$ cat src/rtl/tlb_pkg.sv
// Shared types and constants for the TLB management sequencer.
package tlb_pkg;

    typedef enum logic [2:0] {
        TLBOP_SRCH = 3'd0,
        TLBOP_RD   = 3'd1,
        TLBOP_WR   = 3'd2,
        TLBOP_FILL = 3'd3,
        TLBOP_INV  = 3'd4
    } tlb_op_e;

    typedef enum logic [1:0] {
        ST_IDLE  = 2'd0,
        ST_ISSUE = 2'd1,
        ST_DONE  = 2'd2
    } tlb_state_e;

    // Field positions inside raw TLBELO0/1.
    localparam int unsigned ELO_V      = 0;
    localparam int unsigned ELO_D      = 1;
    localparam int unsigned ELO_PLV_LO = 2;
    localparam int unsigned ELO_MAT_LO = 4;
    localparam int unsigned ELO_G      = 6;
    localparam int unsigned ELO_PPN_LO = 8;
    localparam int unsigned ELO_PPN_W  = 20;

    localparam logic [5:0]  ECODE_TLBR = 6'h3F;
    localparam int unsigned INVOP_MAX  = 6;

    typedef struct packed {
        logic [19:0] ppn;
        logic [1:0]  plv;
        logic [1:0]  mat;
        logic        d;
        logic        v;
    } tlb_half_t;

    typedef struct packed {
        logic        e;
        logic [18:0] vppn;
        logic [5:0]  ps;
        logic [9:0]  asid;
        logic        g;
        tlb_half_t   p0;
        tlb_half_t   p1;
    } tlb_entry_t;

endpackage

$ cat src/rtl/tlb_fill_ptr.sv
// TLBFILL victim pointer: round-robin counter, or a free-running 4-bit
// LFSR when TLB_FILL_LFSR_EN is defined.
module tlb_fill_ptr #(
    parameter int unsigned TLBNUM = 16,
    localparam int unsigned IW = $clog2(TLBNUM)
) (
    input  logic          clk,
    input  logic          resetn,
    input  logic          adv,
    output logic [IW-1:0] ptr
);

`ifdef TLB_FILL_LFSR_EN
    logic [3:0] lfsr;
    logic       unused_adv;

    assign unused_adv = adv;

    // x^4+x^3+1, nonzero seed, so entry 0 is never picked.
    always_ff @(posedge clk) begin
        if (!resetn) lfsr <= 4'h1;
        else         lfsr <= {lfsr[2:0], lfsr[3] ^ lfsr[2]};
    end

    assign ptr = IW'(lfsr);
`else
    always_ff @(posedge clk) begin
        if (!resetn)  ptr <= '0;
        else if (adv) ptr <= (ptr == IW'(TLBNUM - 1)) ? '0 : ptr + IW'(1);
    end
`endif

endmodule

$ cat src/rtl/tlb_op_ctrl.sv
// TLB management instruction sequencer and search-port-1 arbiter.
// Fill victim policy selected by TLB_FILL_LFSR_EN (see tlb_fill_ptr).
module tlb_op_ctrl
    import tlb_pkg::*;
#(
    parameter int unsigned TLBNUM = 16,
    localparam int unsigned IW = $clog2(TLBNUM)
) (
    input  logic          clk,
    input  logic          resetn,
    input  logic          op_valid,
    output logic          op_ready,
    input  logic [2:0]    op_code,
    input  logic [4:0]    inv_op,
    input  logic [9:0]    inv_asid,
    input  logic [18:0]   inv_va,
    input  logic [18:0]   csr_ehi_vppn,
    input  logic [9:0]    csr_asid,
    input  logic [IW-1:0] csr_idx_index,
    input  logic [5:0]    csr_idx_ps,
    input  logic          csr_idx_ne,
    input  logic [31:0]   csr_elo0,
    input  logic [31:0]   csr_elo1,
    input  logic [5:0]    csr_ecode,
    input  logic          mem_req,
    input  logic [18:0]   mem_vppn,
    input  logic          mem_va_bit12,
    input  logic [9:0]    mem_asid,
    output logic          mem_grant,
    output logic [18:0]   s1_vppn,
    output logic          s1_va_bit12,
    output logic [9:0]    s1_asid,
    input  logic          s1_found,
    input  logic [IW-1:0] s1_index,
    output logic          tlb_we,
    output logic [IW-1:0] tlb_w_index,
    output logic          tlb_w_e,
    output logic [18:0]   tlb_w_vppn,
    output logic [5:0]    tlb_w_ps,
    output logic [9:0]    tlb_w_asid,
    output logic          tlb_w_g,
    output logic [19:0]   tlb_w_ppn0,
    output logic [1:0]    tlb_w_plv0,
    output logic [1:0]    tlb_w_mat0,
    output logic          tlb_w_d0,
    output logic          tlb_w_v0,
    output logic [19:0]   tlb_w_ppn1,
    output logic [1:0]    tlb_w_plv1,
    output logic [1:0]    tlb_w_mat1,
    output logic          tlb_w_d1,
    output logic          tlb_w_v1,
    output logic [IW-1:0] tlb_r_index,
    input  logic          tlb_r_e,
    input  logic [18:0]   tlb_r_vppn,
    input  logic [5:0]    tlb_r_ps,
    input  logic [9:0]    tlb_r_asid,
    input  logic          tlb_r_g,
    input  logic [19:0]   tlb_r_ppn0,
    input  logic [1:0]    tlb_r_plv0,
    input  logic [1:0]    tlb_r_mat0,
    input  logic          tlb_r_d0,
    input  logic          tlb_r_v0,
    input  logic [19:0]   tlb_r_ppn1,
    input  logic [1:0]    tlb_r_plv1,
    input  logic [1:0]    tlb_r_mat1,
    input  logic          tlb_r_d1,
    input  logic          tlb_r_v1,
    output logic          tlb_inv_valid,
    output logic [4:0]    tlb_inv_op,
    output logic [9:0]    tlb_inv_asid,
    output logic [18:0]   tlb_inv_va,
    output logic          op_done,
    output logic          op_err,
    output logic          srch_found,
    output logic [IW-1:0] srch_index,
    output logic          rd_valid,
    output tlb_entry_t    rd_bundle
);

    tlb_state_e    state, state_next;
    logic          accept;
    logic [2:0]    op_q;
    logic [IW-1:0] fill_ptr;
    logic          fill_adv, we_set, inv_set;
    logic          is_srch, is_rd, is_inv, op_illegal, inv_bad, in_issue;
    logic          unused_bits;

    // mem_req is implied by the mem stage holding its inputs; ELO reserved bits unused.
    assign unused_bits = ^{mem_req, csr_elo0[31:28], csr_elo0[7], csr_elo1[31:28], csr_elo1[7]};

    assign is_srch    = (op_q == TLBOP_SRCH);
    assign is_rd      = (op_q == TLBOP_RD);
    assign is_inv     = (op_q == TLBOP_INV);
    assign op_illegal = (op_q > 3'(TLBOP_INV));
    assign inv_bad    = (tlb_inv_op > 5'(INVOP_MAX));
    assign in_issue   = (state == ST_ISSUE);

    assign fill_adv = accept && (op_code == TLBOP_FILL);
    assign we_set   = accept && ((op_code == TLBOP_WR) || (op_code == TLBOP_FILL));
    assign inv_set  = accept && (op_code == TLBOP_INV) && (inv_op <= 5'(INVOP_MAX));

    tlb_fill_ptr #(.TLBNUM(TLBNUM)) u_fill_ptr (
        .clk    (clk),
        .resetn (resetn),
        .adv    (fill_adv),
        .ptr    (fill_ptr)
    );

    always_ff @(posedge clk) begin
        if (!resetn) state <= ST_IDLE;
        else         state <= state_next;
    end

    always_comb begin
        state_next = state;
        accept     = 1'b0;
        case (state)
            ST_IDLE: begin
                if (op_valid) begin
                    accept     = 1'b1;
                    state_next = ST_ISSUE;
                end
            end
            ST_ISSUE: state_next = ST_DONE;
            ST_DONE:  state_next = ST_IDLE;
            default:  state_next = ST_IDLE;
        endcase
    end

    // Search port 1 belongs to the mem stage except while TLBSRCH is issuing.
    assign mem_grant   = !(in_issue && is_srch);
    assign s1_vppn     = mem_grant ? mem_vppn     : tlb_w_vppn;
    assign s1_va_bit12 = mem_grant ? mem_va_bit12 : 1'b0;
    assign s1_asid     = mem_grant ? mem_asid     : tlb_w_asid;

    // Control strobes and result flags.
    always_ff @(posedge clk) begin
        if (!resetn) begin
            op_ready      <= 1'b1;
            op_done       <= 1'b0;
            op_err        <= 1'b0;
            tlb_we        <= 1'b0;
            tlb_inv_valid <= 1'b0;
            rd_valid      <= 1'b0;
            srch_found    <= 1'b0;
            srch_index    <= '0;
        end else begin
            op_ready      <= (state_next == ST_IDLE);
            op_done       <= in_issue;
            op_err        <= in_issue && (op_illegal || (is_inv && inv_bad));
            tlb_we        <= we_set;
            tlb_inv_valid <= inv_set;
            rd_valid      <= in_issue && is_rd;
            if (in_issue && is_srch) begin
                srch_found <= s1_found;
                srch_index <= s1_index;
            end
        end
    end

    // Operands captured at accept; later CSR changes cannot reach the in-flight op.
    always_ff @(posedge clk) begin
        if (!resetn) begin
            op_q         <= '0;
            tlb_w_index  <= '0;
            tlb_r_index  <= '0;
            tlb_w_e      <= 1'b0;
            tlb_w_vppn   <= '0;
            tlb_w_ps     <= '0;
            tlb_w_asid   <= '0;
            tlb_w_g      <= 1'b0;
            tlb_w_ppn0   <= '0;
            tlb_w_plv0   <= '0;
            tlb_w_mat0   <= '0;
            tlb_w_d0     <= 1'b0;
            tlb_w_v0     <= 1'b0;
            tlb_w_ppn1   <= '0;
            tlb_w_plv1   <= '0;
            tlb_w_mat1   <= '0;
            tlb_w_d1     <= 1'b0;
            tlb_w_v1     <= 1'b0;
            tlb_inv_op   <= '0;
            tlb_inv_asid <= '0;
            tlb_inv_va   <= '0;
            rd_bundle    <= '0;
        end else begin
            if (accept) begin
                op_q         <= op_code;
                tlb_w_index  <= (op_code == TLBOP_FILL) ? fill_ptr : csr_idx_index;
                tlb_r_index  <= csr_idx_index;
                tlb_w_e      <= (csr_ecode == ECODE_TLBR) | ~csr_idx_ne;
                tlb_w_vppn   <= csr_ehi_vppn;
                tlb_w_ps     <= csr_idx_ps;
                tlb_w_asid   <= csr_asid;
                tlb_w_g      <= csr_elo0[ELO_G] & csr_elo1[ELO_G];
                tlb_w_ppn0   <= csr_elo0[ELO_PPN_LO +: ELO_PPN_W];
                tlb_w_plv0   <= csr_elo0[ELO_PLV_LO +: 2];
                tlb_w_mat0   <= csr_elo0[ELO_MAT_LO +: 2];
                tlb_w_d0     <= csr_elo0[ELO_D];
                tlb_w_v0     <= csr_elo0[ELO_V];
                tlb_w_ppn1   <= csr_elo1[ELO_PPN_LO +: ELO_PPN_W];
                tlb_w_plv1   <= csr_elo1[ELO_PLV_LO +: 2];
                tlb_w_mat1   <= csr_elo1[ELO_MAT_LO +: 2];
                tlb_w_d1     <= csr_elo1[ELO_D];
                tlb_w_v1     <= csr_elo1[ELO_V];
                tlb_inv_op   <= inv_op;
                tlb_inv_asid <= inv_asid;
                tlb_inv_va   <= inv_va;
            end
            if (in_issue && is_rd) begin
                rd_bundle.e    <= tlb_r_e;
                rd_bundle.vppn <= tlb_r_vppn;
                rd_bundle.ps   <= tlb_r_ps;
                rd_bundle.asid <= tlb_r_asid;
                rd_bundle.g    <= tlb_r_g;
                rd_bundle.p0   <= '{ppn: tlb_r_ppn0, plv: tlb_r_plv0, mat: tlb_r_mat0,
                                    d: tlb_r_d0, v: tlb_r_v0};
                rd_bundle.p1   <= '{ppn: tlb_r_ppn1, plv: tlb_r_plv1, mat: tlb_r_mat1,
                                    d: tlb_r_d1, v: tlb_r_v1};
            end
        end
    end

endmodule

$ cat config.mk
export PLATFORM = sky130hd
export DESIGN_NAME = tlb_op_ctrl
export DESIGN_NICKNAME = d
export VERILOG_FILES = /design/src/rtl/tlb_pkg.sv /design/src/rtl/tlb_fill_ptr.sv /design/src/rtl/tlb_op_ctrl.sv
export SDC_FILE = /design/constraint.sdc
export NUM_CORES = 1
export LEC_CHECK = 0
export BUFFER_PORTS_ARGS = -buffer_cell sky130_fd_sc_hd__buf_4
export CAP_MARGIN = 5
export CORE_AREA = 10 10 198 200
export CTS_CLUSTER_DIAMETER = 80
export DETAILED_ROUTE_END_ITERATION = 16
export DIE_AREA = 0 0 208 210
export PLACE_DENSITY_LB_ADDON = 0.08
export SETUP_SLACK_MARGIN = 0.02
export SYNTH_ARGS = -nofsm -noshare
export SYNTH_HDL_FRONTEND = slang
export SYNTH_SLANG_ARGS = --single-unit
$ cat constraint.sdc
create_clock -name clk -period 1.8 [get_ports clk]
set_input_delay 0.27 -clock clk [delete_from_list [all_inputs] [get_ports clk]]
set_output_delay 0.27 -clock clk [all_outputs]
set_load 0.01 [all_outputs]
# ---- Yosys cells after proc, flatten, opt, wreduce, memory -nomap -nowiden
# Index checks and enable logic that the tools add are counted.
dict set report totals {
  reg_bits 240
  inputBits 275
  output_inout_bits 262
  wordCells 84
}
dict set report op_classes {
  n_addsub 1
  order_cmp 3
  eq_ne 8
  mux 9
  bitwise 3
  n_reduce_logical 14
}
# op count
set op_table {}
lappend op_table {{two-way mux 19 bit} 1}
lappend op_table {{two-way mux 10 bit} 1}
lappend op_table {{logical AND 1 bit} 8}
lappend op_table {{two-way mux 4 bit} 2}
lappend op_table {{== test 3 x 2 -> 1 bit (second input constant)} 2}
lappend op_table {{== test 3 bit (second input constant)} 2}
lappend op_table {{== test 6 bit (second input constant)} 1}
lappend op_table {{greater-than comparator 5 x 3 -> 1 bit (second input constant)} 1}
lappend op_table {{less-or-equal comparator 5 x 3 -> 1 bit (second input constant)} 1}
lappend op_table {{adder 4 x 1 -> 4 bit (second input constant)} 1}
lappend op_table {{== test 4 bit (second input constant)} 1}
lappend op_table {{zero test 2 bit} 2}
lappend op_table {{case mux 2 bit (2 select lines)} 1}
lappend op_table {{== test 3 x 1 -> 1 bit (second input constant)} 1}
lappend op_table {{greater-than comparator 3 bit (second input constant)} 1}
lappend op_table {{zero test 3 bit} 1}
lappend op_table {{two-way mux 1 bit} 3}
lappend op_table {{== test 2 x 1 -> 1 bit (second input constant)} 1}
lappend op_table {{logical OR 1 bit} 2}
lappend op_table {{two-way mux 2 bit} 1}
lappend op_table {{AND 1 bit} 1}
lappend op_table {{zero test 1 bit} 1}
lappend op_table {{NOT 1 bit} 1}
lappend op_table {{bitwise OR 1 bit} 1}

# ---- Depth between registers and ports, before layout
# Gate-level depths: netlist of run 1.
dict set report logic_depth {
  depth_word 4
  mapped_depth 6
  ltp_nobuf 4
}

# ---- By module
# Synthesis of run 1 repeated with hierarchy kept, for this count alone.
dict set report hier_totals {
  hier_cells 1067
  area_unflattened_um2 9449.1
}
# module n_inst cells_per_inst area_per_inst_um2 seq_area_each_um2
set by_module_without_submodules {}
lappend by_module_without_submodules {tlb_op_ctrl 1 1049 9262.6 4704.5}
lappend by_module_without_submodules {tlb_fill_ptr 1 18 186.4 80.1}

# ---- Least setup slack after synthesis of run 1
# No wires, ideal clock.
dict set report synth_timing {
  path_type {flip-flop to output port}
  startpoint {reg op_q[2]}
  endpoint {out s1_asid[0]}
  t_arrival_ns 1.630
  required_ns 1.530
  setup_slack_ns -0.100
  path_stages_with_launch 6
  n_path_buf 2
  cell_sequence {dfxtp_1 or4b_1 buf_2 nor2_4 buf_6 mux2_1}
}
dict set report synth_via {
  elab_chain_cells 3
}
# item line
set synth_lines {}
lappend synth_lines {{start: declaration} tlb_op_ctrl.sv:82} ;# logic [2:0] op_q;
lappend synth_lines {{start signal: assignment} tlb_op_ctrl.sv:188} ;# op_q <= op_code;
lappend synth_lines {{zero test 3 bit} tlb_op_ctrl.sv:91} ;# assign is_srch = (op_q == TLBOP_SRCH);
lappend synth_lines {{logical AND 1 bit} tlb_op_ctrl.sv:131} ;# assign mem_grant = !(in_issue && is_srch);
lappend synth_lines {{two-way mux 10 bit} tlb_op_ctrl.sv:134} ;# assign s1_asid = mem_grant ? mem_asid : tlb_w_asid;
lappend synth_lines {{end: declaration} tlb_op_ctrl.sv:32} ;# output logic [9:0] s1_asid,
# Every way passes these cells.

# ---- Worst setup path in the final report of run 1
dict set report layout_timing {
  startpoint {reg op_q[2]}
  endpoint {out s1_vppn[0]}
}
dict set report layout_via {
  elab_chain_cells 3
}
# item line
set layout_lines {}
lappend layout_lines {{zero test 3 bit} tlb_op_ctrl.sv:91}
lappend layout_lines {{logical AND 1 bit} tlb_op_ctrl.sv:131}
lappend layout_lines {{two-way mux 19 bit} tlb_op_ctrl.sv:132} ;# assign s1_vppn = mem_grant ? mem_vppn : tlb_w_vppn;
lappend layout_lines {{end: declaration} tlb_op_ctrl.sv:30} ;# output logic [18:0] s1_vppn,
# Every way passes these cells.

==> results of run 1 <==
-- where the power goes --
group          switching [W]  total (W)  internal, W
Combinational        0.00112    0.00241      0.00129
Clock                0.00232    0.00575      0.00342
Sequential          0.000135    0.00565      0.00551
-- what timing repair did --
action	CTS	global route
hold buffers	219	0
gates cloned	0	0
pin swaps	0	0
setup endpoints to repair	122	125
hold endpoints to repair	222	0
-- final cells by class --
| type | count | share of cell area, % |
|---|---|---|
| repair buffers | 772 | 39.3 |
| flip-flops and latches | 239 | 28.9 |
| inverters | 3 | 0.0983 |
| diodes | 1 | 0.0151 |
| well taps | 461 | 3.49 |
| multi-input cells | 756 | 22.5 |
| clock buffers | 43 | 5.19 |
| clock inverters | 10 | 0.499 |
-- synthesized netlist by cell type, types with 2 or more instances --
cell type    n
mux2_1      28
nand2_1    268
clkbuf_1    69
inv_1        2
o21ai_0     89
a31oi_1      8
dfxtp_1    239
nor3_1       2
nor4_1       3
a21oi_1    227
buf_6        9
buf_2       23
nor2_1       2
o21ai_1     12
nand3_1    100
and3b_1      3
-- routing by layer --
| layer | part of all wire, % | GRT usage [%] | vias up | wire (um) |
|---|---|---|---|---|
| met3 | 7.7 | 5.93 | 66 | 3390 |
| met5 | 0 | 0 | - | 0 |
| met2 | 49 | 31.8 | 338 | 21400 |
| li1 | - | - | 5143 | - |
| met1 | 41 | 22.0 | 4846 | 17800 |
| met4 | 2.8 | 5.45 | 0 | 1240 |
-- cells by family after synthesis --
logic type / Yosys count / synth area share [%]
AO/OA/AOI/OAI: 336 / 18.8
adder cells (fa/ha/maj): 1 / 0.139
buffers and inverters: 106 / 5.54
flip-flops: 239 / 53.2
multiplexers: 30 / 3.75
AND/OR/NAND/NOR: 389 / 18.5
-- final timing paths --
kind | end | slack (ps) | cells after the start
max | s1_vppn[0] | -750 | 5
min | rd_bundle[86]$_SDFFE_PN0P_ | 30 | 3
max reg2reg | rd_bundle[72]$_SDFFE_PN0P_ | -110 | 4
min reg2reg | tlb_w_ps[4]$_SDFFE_PN0P_ | 450 | 2
-- critical path: stages, from the launching register on --
cell and delay (ps):
dfxtp_1 310, or4b_4 560, nor2_4 120, buf_12 210, mux2_2 370, buf_4 150
-- state kept, by name, summed over array words and instances (netlist names), 3 cells and up --
| name | cells |
|---|---|
| tlb_w_asid | 10 |
| u_fill_ptr.ptr | 4 |
| tlb_inv_asid | 10 |
| tlb_w_vppn | 19 |
| srch_index | 4 |
| tlb_w_ppn1 | 20 |
| tlb_inv_va | 19 |
| tlb_r_index | 4 |
| tlb_w_ppn0 | 20 |
| op_q | 3 |
| tlb_w_ps | 6 |
| tlb_w_index | 4 |
| rd_bundle | 89 |
| tlb_inv_op | 5 |
-- through the flow --
stage               total power [W]  setup WS [ps]  hold WS (ps)  cell area (um^2)
floorplan                   0.00656          -91.9           369              8990
global placement            0.00777           -151           442             13400
detailed placement          0.00778           -184           447             13400
CTS                          0.0140           -777         0.285             16500
global route                 0.0144           -838          19.0             16500
finish                       0.0138           -747          25.4             16500
==> impl_metrics.ini, run 1 <==
[synth]
synth_seq_cells = 239
synthCells = 1101
syn_nets = 1377
yosys_warnings = 0
syn_area_per_cell_um2 = 8.16
syn_area_um2 = 8990
yosysTopAreaCell = dfxtp_1
synth_edf_count = 0
yosysTopAreaCellShare_pct = 53.2
ys.flop_type = dfxtp_1
ys_seq_area_share_pct = 53.2
synth.area.top_cells = dfxtp_1 53%, a21oi_1 13%, nand2_1 11%
synthDistinctLibCells = 33
postSynth.asyncResetShare_pct = 0

[global_routing]
antenna_found_initial = 1
grt_pass1_wl_um = 65800
overflow = 0
grt_use_total_pct = 18.6
grt_pass1_vias = 10500
grt_max_degree = 96

[route]
wl_per_cell_um = 19.2
drt-total-wl_um = 43800
drtAntennaViolNets = 0
drc = 0
drt-initial-drc-count = 483
routed_via_density = 4.55
num_vias = 10400
drtPass1Iterations = 4

[place]
hpwl_um = 31100
placed_cells = 2012
io_buffers = 525
gp_congestion = 0.819

[die]
dieArea_um2 = 43700
die_h_um = 210
core_um2 = 35200
die_w_um = 208
rows = 69
io-pin-count = 537
start_util_pct = 25.5

[clock_network]
clock-root-buffer = clkbuf_16
cts_setup_buffers = 0
clkSinkCount = 239
ctsResizeCount = 0
clk_latency_ps = 540
clock_path_buffers = 3
cts_tree = done
htreeDepth = 1
clk_pin_slew_worst_paths_ps = 60
cts_buffers = 29

[timing]
slew_headroom_pct = 33.7
setup_slack_ps = -747
drv_slew = 0
period_needed_ps = 2550
fin_crit_sh_pct = 141
final_hold_viol_count = 0
rsz0062_at_grt = yes
setup_viol = 101
skew_ps = 12.4
max_freq_mhz = 393
worstMarginPinSlew_ps = 995
setup_tns_ps = -25330

[worst_setup_path]
r2r_start = op_q[2]$_SDFFE_PN0P_
cp.required_ps = 1530
critical_path.endpoint_type = output port
startpoint = op_q[2]$_SDFFE_PN0P_
cp-start-kind = flip-flop
worst-setup-path-type = reg2out
cp_max_fo = 31
worstPathArrival_ps = 2280

[status]
violations = negative setup slack
outcome = finished, violations left

[finish]
layout_commonest_cell = buf_4
nFillCells = 3461
final_cells = 2285
fin_util_pct = 47.0
area_growth_pct = 84.1
drive_gt1_share_pct = 34.9
final_cell_mix = 541 x buf_4, 268 x nand2_1, 238 x dfxtp_1, 227 x a21oi_1, 219 x dlygate4sd3_1
nets = 2077
seq_area_um2 = 4790
multi_input_area_um2 = 3720

[min_path]
hold_path_class = in2reg
hp-start = tlb_r_vppn[17]

[flow_run]
cap_violations = 0

[power_and_ir_drop]
p_leak_nw = 7.12
power_density_nw_per_um2 = 834
vdd_ir_drop_max_v = 0.000673
Note: power is estimated with default switching activity, not from simulation.
==> inputs of run 2 (changes only) <==
Settings changed: ABC_AREA set to 1, CORE_AREA 10 10 198 200 to 10 10 201 203, DIE_AREA 0 0 208 210 to 0 0 211 213.
==> run 2 against run 1 <==
Net effect: the run still ends with negative setup slack left; die area is 2.9% higher; clock skew up 13 ps; wire length increased by 1.1%; cell count increased by 5.6%; worst setup slack improved by 520 ps; hold slack gained 34 ps; utilization is 0.32 points higher; combinational power is 21% higher; non-clock buffer count grew 21; fmax increased by 25%; critical path depth rose by 4; via count grew 0.31%; critical path type unchanged; critical endpoint is now s1_vppn[5]; largest cell class unchanged; highest routed layer unchanged.
==> impl_metrics.ini, run 2 <==
[die]
io-pin-count = 537
dieArea_um2 = 44900
core_um2 = 36300
start_util_pct = 23.9
die_h_um = 213
die_w_um = 211
rows = 70

[power_and_ir_drop]
combPwrFrac_pct = 19.6
p_sw_w = 0.00393
vdd_ir_drop_max_v = 0.000701
p_leak_nw = 7.89
clockPowerShare_pct = 41.1
power_density_nw_per_um2 = 865
internal-power_w = 0.0109
p_seq_share_pct = 39.3
p_sw_share_pct = 26.5

[global_routing]
grt_use_total_pct = 18.3
grt_max_degree = 95
grt_pass1_wl_um = 64700
grt_pass1_vias = 10500
antenna_found_initial = 4
overflow = 0

[synth]
synthDistinctLibCells = 23
yosys_warnings = 0
synthMuxAreaShare_pct = 0
yosysTopAreaCellShare_pct = 55.1
ys_seq_area_share_pct = 55.1
syn_area_per_cell_um2 = 7.43
yosys.area_share.simple_pct = 26.3
synth_fa_ha_area_share_pct = 0.144
yosysTopAreaCell = dfxtp_1
synth_compound_area_share_pct = 13.6
synth_xor_area_share_pct = 0.101
synth_top_family_by_area = simple AND/OR/NAND/NOR gates
ys.flop_type = dfxtp_1
postSynth.asyncResetShare_pct = 0
yosysMostFrequentCell = nor2_1
syn_area_um2 = 8680
yosys-top-cells-count = 456 x nor2_1, 239 x dfxtp_1, 212 x o21ai_0
synthCells = 1168
syn_nets = 1444
synth_seq_cells = 239
synth_edf_count = 0
synth.area.top_cells = dfxtp_1 55%, nor2_1 20%, o21ai_0 12%

[worst_setup_path]
critical_path.endpoint_type = output port
cp.required_ps = 1530
slowest_delay_ps = 320
worstPathArrival_ps = 1760
worst_path_most_repeated_cell = nand2_2
cp-start-kind = flip-flop
crit_buf_inv = 4
crit_chain = inv_2, nand2_2, nor2_2, nand2_2, buf_12, buf_16, nand2_2, nand2_1, buf_6
worst-setup-path-type = reg2out
cp_max_fo = 7
r2r_slack_ps = 60
cp_top_family = buffers and inverters
slowest_stage = dfxtp_2

[timing]
max_freq_mhz = 492
fin_crit_sh_pct = 113
setup_viol = 31
setup_tns_ps = -6150
final_hold_viol_count = 0
worstMarginPinSlew_ps = 426
period_needed_ps = 2030
slew_headroom_pct = 71.6
rsz0062_at_grt = yes
skew_ps = 25.5
drv_slew = 0
setup_slack_ps = -231

[route]
drtAntennaViolNets = 0
num_vias = 10400
drc = 0
drt-initial-drc-count = 486
drt-total-wl_um = 44300
wl_per_cell_um = 18.4
drtPass1Iterations = 4
routed_via_density = 4.32

[status]
violations = negative setup slack
outcome = finished, violations left

[place]
io_buffers = 525
dp_slack_ps = 154
gp_congestion = 0.784
hpwl_um = 31000

[finish]
top_regs = rd_bundle x89, tlb_w_ppn0 x20, tlb_w_ppn1 x20
nets = 2192
largest_register_ffs = 89
drive_gt1_share_pct = 36.0
final_cell_mix = 513 x buf_4, 453 x nor2_1, 237 x dfxtp_1, 226 x dlygate4sd3_1, 212 x o21ai_0
nFillCells = 3547
area_growth_pct = 97.5
largest-register = rd_bundle
layout_commonest_cell = buf_4

[clock_network]
clock_path_buffers = 3
cts_buffers = 30
clk_latency_ps = 560
htreeDepth = 1
clkSinkCount = 239
clock-root-buffer = clkbuf_16
cts_tree = done
clk_pin_slew_worst_paths_ps = 60

[min_path]
hold_path_class = in2reg

[flow_run]
cap_violations = 0
[run 2: cell count changes after synthesis, moves of 6 or more]
cell / delta
nand2_1: -146
nor2_1: +454
a31oi_1: -7
buf_6: -7
a21oi_1: -217
clkbuf_1: -17
o21ai_0: +123
mux2_1: -28
inv_1: +9
nand3_1: -88
buf_2: -6
[run 2: final timing paths]
check / from / endpoint / depth (start not counted)
max: state[1]$_SDFF_PN0_ / s1_vppn[5] / 9
min: op_code[2] / tlb_we$_SDFF_PN0_ / 4
max reg2reg: state[1]$_SDFF_PN0_ / rd_bundle[27]$_SDFFE_PN0P_ / 11
min reg2reg: tlb_w_index[2]$_SDFFE_PN0P_ / tlb_w_index[2]$_SDFFE_PN0P_ / 2
[run 2: power by group through the flow]
stage	combinational [W]	clock, W	sequential [W]
after detailed placement	0.00226	0	0.00593
after global placement	0.00225	0	0.00592
after CTS	0.00281	0.00634	0.00581
after global routing	0.00317	0.00654	0.00586
after floorplan	0.000755	0	0.00605
final	0.00291	0.00610	0.00582
[run 2: kinds of logic (layout without fill, tap and decap cells)]
family                     after synthesis  in the layout
AOI/OAI and AO/OA                      236            236
xor gates and xnor gates                 1              1
adders and majority gates                1              1
buffers and inverters                   94            866
DFF                                    239            239
other                                    0              4
and+or+nand+nor                        597            597
[run 2: layout make-up]
type                       count  area [um^2]  area share, %
timing repair buffer         793         6920           40.3
sequential                   239         4790           27.9
tap                          468          586           3.42
clock buffer                  45          888           5.18
clock inverter                11          123          0.715
multi-input combinational    835         3760           22.0
inverter                      17         70.1          0.409
antenna                        4         10.0         0.0584
[run 2: per-layer routing]
layer / share of wire (%) / GRT usage (%) / vias to the layer above
met5: 0 / 0 / -
met4: 2.6 / 5.07 / 0
met3: 9.3 / 6.41 / 61
met2: 49 / 31.8 / 401
met1: 39 / 20.8 / 4736
li1: - / - / 5227
[run 2: timing repair]
item / 4_1_cts / 5_1_grt
setup buffers: 11 / 4
setup endpoints to repair: 31 / 31
gates resized for setup: 20 / 121
pin swaps: 2 / 14
gates cloned: 5 / 4
hold buffers: 225 / 1
hold endpoints to repair: 222 / 1
[run 2: through the flow]
stage	area, um^2	utilization [%]	hold slack, ps	cells	total power (W)
finish	17100	47.3	59.1	2412	0.0148
global route	17100	47.3	57.8	2412	0.0156
CTS	16700	46.1	2.56	2403	0.0150
detailed placement	13200	36.3	449	2106	0.00819
global placement	13200	36.3	449	2106	0.00817
floorplan	8680	-	347	1168	0.00680
[run 2: worst min-delay path, delay by kind of cell]
family,cells,cell delay [ps]
buf+inv,2,180
simple gates,2,130
==> inputs of run 3 (changes only) <==
Settings changed: MAX_ROUTING_LAYER set to met4.
==> run 3 against run 2 <==
Net effect: the run still ends with negative setup slack left; utilization is 0.055 points lower; non-clock buffer count shrank 1; global-route usage increased by 0.50 points; wire length is 0.46% lower; critical endpoint unchanged; largest cell class unchanged.
==> impl_metrics.ini, run 3 (synthesis results as in run 2) <==
[timing]
final_hold_viol_count = 0
max_freq_mhz = 493
rsz0062_at_grt = yes
fin_crit_sh_pct = 113
drv_slew = 0
setup_slack_ps = -230
worstMarginPinSlew_ps = 430
whs_ps = 57.9
skew_ps = 25.8
setup_viol = 31
period_needed_ps = 2030
slew_headroom_pct = 71.4

[clock_network]
cts_tree = done
cts_buffers = 30
clk_pin_slew_worst_paths_ps = 60
clkSinkCount = 239
clock-root-buffer = clkbuf_16
htreeDepth = 1
clock_path_buffers = 3
clk_latency_ps = 560

[die]
die_w_um = 211
rows = 70
die_h_um = 213
dieArea_um2 = 44900
core_um2 = 36300
start_util_pct = 23.9
io-pin-count = 537

[worst_setup_path]
r2r-end = rd_bundle[27]$_SDFFE_PN0P_
worst-setup-path-type = reg2out
cp.required_ps = 1530
reg2reg_depth = 10
worstPathArrival_ps = 1760
cp-start-kind = flip-flop
cp_max_fo = 7
critical_path.endpoint_type = output port
r2r_slack_ps = 180
r2r_start = state[1]$_SDFF_PN0_

[route]
drtAntennaViolNets = 0
wl_per_cell_um = 18.3
num_vias = 10400
drtPass1Iterations = 4
routed_via_density = 4.33
drt-total-wl_um = 44100
drt-initial-drc-count = 490
drc = 0

[place]
hpwl_um = 31000
io_buffers = 525
gp_congestion = 0.795

[finish]
layout_commonest_cell = buf_4
largest-register = rd_bundle
drive_gt1_share_pct = 35.9
largest_register_ffs = 89
area_growth_pct = 97.3
nFillCells = 3552
fin_util_pct = 47.2
final_cell_mix = 512 x buf_4, 453 x nor2_1, 237 x dfxtp_1, 226 x dlygate4sd3_1, 212 x o21ai_0
nets = 2191
top_regs = rd_bundle x89, tlb_w_ppn0 x20, tlb_w_ppn1 x20

[global_routing]
grt_pass1_vias = 10600
antenna_found_initial = 4
grt_pass1_wl_um = 64600
overflow = 0
grt_use_met2_pct = 31.8
top_usage_layer = met2
grt_max_degree = 95
gr-usage-met1_pct = 21.1
met3_usage_pct = 5.72
grt_use_total_pct = 18.8

[power_and_ir_drop]
p_leak_nw = 7.88
power_density_nw_per_um2 = 865
vdd_ir_drop_max_v = 0.000700

[min_path]
hold_end = tlb_we$_SDFF_PN0_
hp-start = op_code[2]
min_path_cells = 4
hold_path_class = in2reg

[status]
violations = negative setup slack
outcome = finished, violations left

[flow_run]
cap_violations = 0
[run 3: cell types whose count changed in the layout (fill, tap and decap cells not counted)]
cell and delta:
buf_4 -1, nand2_1 +1, nand2_2 +1, nand2_4 -2
[run 3: worst max path at each step]
stage                              from          end  slack (ps)  cells past startpoint
floorplan           state[1]$_SDFF_PN0_   s1_asid[9]         340                      7
finish              state[1]$_SDFF_PN0_   s1_vppn[5]        -230                      9
detailed placement  state[1]$_SDFF_PN0_   s1_asid[7]         150                      8
global route        state[1]$_SDFF_PN0_   s1_vppn[9]        -330                      9
global placement    state[1]$_SDFF_PN0_   s1_asid[4]         180                      8
CTS                 state[1]$_SDFF_PN0_  s1_vppn[16]        -300                     10
[run 3: power breakdown]
group	internal, W	switching (W)	total, W
clock network	0.00370	0.00240	0.00610
registers	0.00562	0.000203	0.00582
logic	0.00158	0.00132	0.00290
total	0.0109	0.00392	0.0148
[run 3: final cells by class]
cell class | count | area [um^2] | area share [%]
repair buffers | 792 | 6910 | 40.3
flip-flops and latches | 239 | 4790 | 28.0
multi-input cells | 835 | 3750 | 21.9
clock buffers | 45 | 888 | 5.19
well taps | 468 | 586 | 3.42
clock inverters | 11 | 123 | 0.716
inverters | 17 | 70.1 | 0.409
diodes | 4 | 10.0 | 0.0584
[run 3: per-stage QoR]
stage               area (um^2)  instances  worst slack, ps  power [W]  setup TNS (ps)
global route              17100       2411             -328     0.0156           -9090
detailed placement        13200       2106              154    0.00819               0
floorplan                  8680       1168              336    0.00680               0
CTS                       16700       2403             -296     0.0150           -8620
global placement          13200       2106              181    0.00817               0
finish                    17100       2411             -230     0.0148           -6150
[run 3: critical path, cell delays in order, from the launching register on]
cell and delay, ps:
dfxtp_2 320, inv_2 60, nand2_2 50, nor2_2 90, nand2_2 100, buf_12 170, buf_16 160, nand2_2 70
nand2_1 60, buf_6 120
[run 3: metal layers]
layer	vias up	share of wire [%]
met4	0	2.6
li1	5221	-
met3	69	8.2
met1	4758	40
met2	399	50
met5	-	0
[run 3: timing repair]
item	4_1_cts	5_1_grt
buffers inserted	11	3
cloned	5	4
hold buffers	225	1
setup endpoints to repair	31	31
pin swaps	2	12
resized for setup	20	118
endpoints found under the hold margin	222	1
